**src/rtl/pio_rr_arbiter.sv**
```systemverilog
// Round-robin arbiter letting two Avalon-MM masters share one PIO slave, one transaction in flight.
// Command issues the cycle after the grant decision; losers stall on waitrequest until their own issue cycle.
module pio_rr_arbiter #(
    parameter int ADDR_W       = 3,
    parameter int DATA_W       = 32,
    parameter int READ_LATENCY = 1
) (
    input  logic              clk,
    input  logic              reset_n,
    input  logic [ADDR_W-1:0] m0_address,
    input  logic              m0_read,
    input  logic              m0_write,
    input  logic [DATA_W-1:0] m0_writedata,
    output logic              m0_waitrequest,
    output logic [DATA_W-1:0] m0_readdata,
    output logic              m0_readdatavalid,
    input  logic [ADDR_W-1:0] m1_address,
    input  logic              m1_read,
    input  logic              m1_write,
    input  logic [DATA_W-1:0] m1_writedata,
    output logic              m1_waitrequest,
    output logic [DATA_W-1:0] m1_readdata,
    output logic              m1_readdatavalid,
    output logic [ADDR_W-1:0] s_address,
    output logic              s_chipselect,
    output logic              s_write_n,
    output logic [DATA_W-1:0] s_writedata,
    input  logic [DATA_W-1:0] s_readdata,
    output logic [1:0]        grant
);
    localparam int              CNT_W    = (READ_LATENCY > 1) ? $clog2(READ_LATENCY) : 1;
    localparam logic [CNT_W-1:0] CNT_LOAD = CNT_W'(READ_LATENCY - 1);

    typedef enum logic [1:0] {
        S_IDLE   = 2'd0,
        S_ISSUE  = 2'd1,
        S_RDWAIT = 2'd2,
        S_RDCAP  = 2'd3
    } state_t;

    state_t             r_state;
    state_t             w_next_state;
    logic [1:0]         r_grant;
    logic               r_last;
    logic [ADDR_W-1:0]  r_addr;
    logic [DATA_W-1:0]  r_wdata;
    logic               r_op_wr;
    logic [CNT_W-1:0]   r_cnt;
    logic [DATA_W-1:0]  r_rdata0;
    logic [DATA_W-1:0]  r_rdata1;
    logic [1:0]         r_rdv;

    logic w_req0;
    logic w_req1;
    logic w_pick1;
    logic w_issue;
    logic w_rdwait;

    assign w_req0   = m0_read | m0_write;
    assign w_req1   = m1_read | m1_write;
    // On a tie the port that did not win last time takes the grant.
    assign w_pick1  = w_req1 & (~w_req0 | ~r_last);
    assign w_issue  = (r_state == S_ISSUE);
    assign w_rdwait = (r_state == S_RDWAIT);

    always_comb begin
        w_next_state = r_state;
        case (r_state)
            S_IDLE:   if (w_req0 | w_req1) w_next_state = S_ISSUE;
            S_ISSUE:  w_next_state = r_op_wr ? S_IDLE : S_RDWAIT;
            S_RDWAIT: if (r_cnt == '0) w_next_state = S_RDCAP;
            S_RDCAP:  w_next_state = S_IDLE;
            default:  w_next_state = S_IDLE;
        endcase
    end

    always_ff @(posedge clk or negedge reset_n) begin
        if (!reset_n) r_state <= S_IDLE;
        else          r_state <= w_next_state;
    end

    always_ff @(posedge clk or negedge reset_n) begin
        if (!reset_n) begin
            r_grant  <= 2'b00;
            r_last   <= 1'b1;
            r_addr   <= '0;
            r_wdata  <= '0;
            r_op_wr  <= 1'b0;
            r_cnt    <= '0;
            r_rdata0 <= '0;
            r_rdata1 <= '0;
            r_rdv    <= 2'b00;
        end else begin
            r_rdv <= 2'b00;
            case (r_state)
                S_IDLE: begin
                    if (w_req0 | w_req1) begin
                        r_grant <= w_pick1 ? 2'b10 : 2'b01;
                        r_last  <= w_pick1;
                        r_addr  <= w_pick1 ? m1_address   : m0_address;
                        r_wdata <= w_pick1 ? m1_writedata : m0_writedata;
                        r_op_wr <= w_pick1 ? m1_write     : m0_write;
                    end
                end
                S_ISSUE: begin
                    r_cnt <= CNT_LOAD;
                    if (r_op_wr) r_grant <= 2'b00;
                end
                S_RDWAIT: begin
                    if (r_cnt != '0) r_cnt <= r_cnt - 1'b1;
                end
                S_RDCAP: begin
                    if (r_grant[0]) r_rdata0 <= s_readdata;
                    if (r_grant[1]) r_rdata1 <= s_readdata;
                    r_rdv   <= r_grant;
                    r_grant <= 2'b00;
                end
                default: r_grant <= 2'b00;
            endcase
        end
    end

    // Slave bus is forced quiet outside the issue/read-wait window.
    assign s_chipselect     = w_issue;
    assign s_write_n        = ~(w_issue & r_op_wr);
    assign s_address        = (w_issue | w_rdwait) ? r_addr : '0;
    assign s_writedata      = w_issue ? r_wdata : '0;
    assign m0_waitrequest   = ~(w_issue & r_grant[0]);
    assign m1_waitrequest   = ~(w_issue & r_grant[1]);
    assign m0_readdata      = r_rdata0;
    assign m1_readdata      = r_rdata1;
    assign m0_readdatavalid = r_rdv[0];
    assign m1_readdatavalid = r_rdv[1];
    assign grant            = r_grant;
endmodule

```
**config.mk**
```make
export PLATFORM = sky130hd
export DESIGN_NAME = pio_rr_arbiter
export DESIGN_NICKNAME = d
export VERILOG_FILES = /design/src/rtl/pio_rr_arbiter.sv
export SDC_FILE = /design/constraint.sdc
export NUM_CORES = 1
export LEC_CHECK = 0
export CAP_MARGIN = 20
export CORE_MARGIN = 5
export CORE_UTILIZATION = 43
export CTS_BUF_LIST = sky130_fd_sc_hd__clkbuf_8
export CTS_CLUSTER_SIZE = 28
export DETAILED_ROUTE_END_ITERATION = 10
export PLACE_DENSITY = 0.94
export SLEW_MARGIN = 20
export SYNTH_ARGS = -nofsm -noshare
export SYNTH_HDL_FRONTEND = slang
export SYNTH_SLANG_ARGS = --single-unit
```
**constraint.sdc**
```tcl
create_clock -name clk -period 2.2 [get_ports clk]
set_input_delay 0.66 -clock clk [delete_from_list [all_inputs] [get_ports clk]]
set_output_delay 0.66 -clock clk [all_outputs]
set_load 0.01 [all_outputs]
```
==> results of run 1 <==
-- area by class of cell --
type                            instances  area [um2]
Tap cell                              140         175
Sequential cell                       107        2680
Clock inverter                          7        45.0
Multi-Input combinational cell        237        2050
Fill cell                             773        3460
Clock buffer                            9         124
Inverter                                4        17.5
Timing Repair Buffer                  249        2390
-- worst paths after layout --
path,startpoint,endpoint,slack (ps),cells past startpoint
setup / recovery,r_state[0],s_writedata[11],40,5
min in group clk,m1_readdata[16],m1_readdata[16],500,1
hold reg to reg,m1_readdata[16],m1_readdata[16],500,1
setup reg to reg,r_state[0],r_wdata[5],290,5
hold / removal,reset_n,r_wdata[28],190,1
max in group asynchronous,reset_n,r_last,1330,2
-- metal layers --
metal / vias up / wire [um]
met5: - / 0
met4: 0 / 546
met3: 41 / 1300
met2: 243 / 7450
met1: 2048 / 5590
li1: 1841 / -
-- power by group --
group | internal (mW) | switching [mW]
registers | 2.97 | 0.615
logic | 3.40 | 2.46
clock network | 0.408 | 0.647
total | 6.78 | 3.72
-- timing repair --
| item | 4_1_cts | 5_1_grt |
|---|---|---|
| gates resized for setup | 146 | 46 |
| buffers inserted | 6 | 2 |
| setup endpoints to repair | 39 | 37 |
| pin swaps | 1 | 1 |
| cloned | 1 | 0 |
-- flip-flops by register name, summed over array words and instances (netlist names), named ones only --
signal and flops:
r_op_wr 1, r_state 1, r_wdata 32, m1_readdata 32
r_addr 3, grant 2, r_rdv 2, m0_readdata 32
r_last 1
-- cell families (layout without fill, tap and decap cells) --
family | count (synthesis) | in the layout
flops | 107 | 107
fa+ha+maj | 4 | 4
buf+inv | 35 | 269
mux | 67 | 67
simple gates | 51 | 51
compound gates | 115 | 115
-- synth_stat cells (all sizes together), types with 2 or more instances --
cell type / n / area, um2
nor4: 2 / 27.5
o21ai: 36 / 184
nor2: 2 / 10.0
dfrtp: 106 / 2650
o31ai: 2 / 15.0
and2: 35 / 219
a211oi: 2 / 20.0
clkbuf: 7 / 26.3
a21oi: 2 / 10.0
buf: 24 / 151
mux2: 67 / 754
a31oi: 36 / 225
nand2: 7 / 26.3
a2bb2oi: 35 / 369
inv: 4 / 15.0
ha: 4 / 50.1
nor2b: 2 / 12.5
-- metrics by stage --
stage / instances / instance area [um2] / setup TNS, ps
floorplan: 379 / 4850 / 0
global placement: 729 / 7260 / -2450
detailed placement: 729 / 7260 / -5960
CTS: 752 / 7430 / 0
global route: 753 / 7480 / -159
finish: 753 / 7480 / 0
==> impl_metrics.env, run 1 <==
export IMPL_cts_root_buf="clkbuf_8"
export IMPL_crit_chain="ha_4 > buf_8 > buf_6 > and2_4 > buf_6"
export IMPL_fin_total_pwr_mw=10.5
export IMPL_io_buffers=214
export IMPL_critPathBufInv=3
export IMPL_final_cell_mix="clkdlybuf4s50_1, dfrtp_1, mux2_1"
export IMPL_grt_use_total=0.217
export IMPL_drt_iter0_markers=211
export IMPL_max_cap_viol_count=0
export IMPL_critPathLaunchType="flop"
export IMPL_path_class="flop to primary output"
export IMPL_htreeDepth=3
export IMPL_drv_slew=0
export IMPL_layout_setup_ws_ps=37.7
export IMPL_grt_overflow_total=0
export IMPL_worst_slew_margin_rel=0.361
export IMPL_insertion_delay_ps=350
export IMPL_period_minus_slack_ps=2160
export IMPL_top_usage_layer="met2"
export IMPL_die_y_um=116
export IMPL_max_stage_delay_ps=450
export IMPL_worst_path_most_repeated_cell="buf_6"
export IMPL_fin_worst_skew_ps=8.02
export IMPL_cts_sinks=107
export IMPL_ant_nets=0
export IMPL_grt_start_max_net_pins=63
export IMPL_synth_xor_area_frac=0
export IMPL_syn2layout_area_growth_pct=54.2
export IMPL_wire_per_inst_um=19.8
export IMPL_grt_use_met2=0.375
export IMPL_rows=38
export IMPL_grt_pass1_wl_um=23200
export IMPL_muxShareOfSynthArea=0.156
export IMPL_syn_cell_area_um2=4850
export IMPL_synthFlopType="dfrtp_1"
export IMPL_ys_seq_elements=107
export IMPL_vias=4173
export IMPL_path_clk_slew_ps=100
export IMPL_yosys_area_share_adder=0.0103
export IMPL_initial_core_util=0.444
export IMPL_cpLargestDelayFamily="flip-flops"
export IMPL_drive_above_1_share=0.222
export IMPL_rsz0062_at_grt="yes"
export IMPL_ir_worst_vdd_mv=0.806
export IMPL_powerDensity_nw_per_um2=1400
export IMPL_core_area_um2=10900
export IMPL_holdBufCountCts=0
export IMPL_hpwl_um=11100
export IMPL_status="finished clean"
export IMPL_grt_pass1_vias=4531
export IMPL_synth_net_count=491
export IMPL_tightest_slew_ps=957
export IMPL_pin_count=215
export IMPL_cp_slowest_cell="dfrtp_2"
export IMPL_fin_crit_sh=0.983
export IMPL_dp_slack_ps=-203
export IMPL_dieArea_um2=13500
export IMPL_dieWidth_um=116
export IMPL_synth_warnings=0
export IMPL_fin_nets=720
export IMPL_synthDistinctLibCells=30
export IMPL_p_leak_nw=3.15
export IMPL_synth_edf_count=0
export IMPL_worst_hold_path_type="input port to asynchronous set/reset pin"
export IMPL_fin_util=0.684
export IMPL_cts_made_buffers=9
export IMPL_fmax_ghz=0.462
export IMPL_worstPathRequired_ps=1540
export IMPL_hold_viol_final=0
export IMPL_via_per_inst=5.54
export IMPL_first_pass_iters=5
export IMPL_async_flop_share=1.00
export IMPL_diodes=0
export IMPL_ys_seq_area_frac=0.552
export IMPL_cp_end_kind="primary output"
export IMPL_avgSynthCellArea_um2=12.8
export IMPL_routabilityCongestion=0.831
export IMPL_cts_tree="yes"
export IMPL_synth_compound_area_frac=0.177
export IMPL_drc_errors=0
export IMPL_finalSetupViolations=0
export IMPL_final_common_cell="clkdlybuf4s50_1"
export IMPL_holdWs_ps=192
export IMPL_arrival_ps=1500
export IMPL_clockBufferDepth=2
export IMPL_use_met1=0.258
export IMPL_path_max_fanout=8
export IMPL_wl_um=14900
export IMPL_synth_simple_area_share=0.0653
export IMPL_synth_top_family_by_area="compound AO/OA/AOI/OAI gates"
export IMPL_antenna_found_initial=0
export IMPL_grtUsageMet3=0.0456
export IMPL_netlist_instances=379
No activity file was read; power rests on OpenSTA's default activity.
==> run 2: changes to the inputs <==
- HOLD_SLACK_MARGIN: default -> 0.03
==> results of run 2 <==
No change in the layout: final DEF, timing and power equal those of run 1.
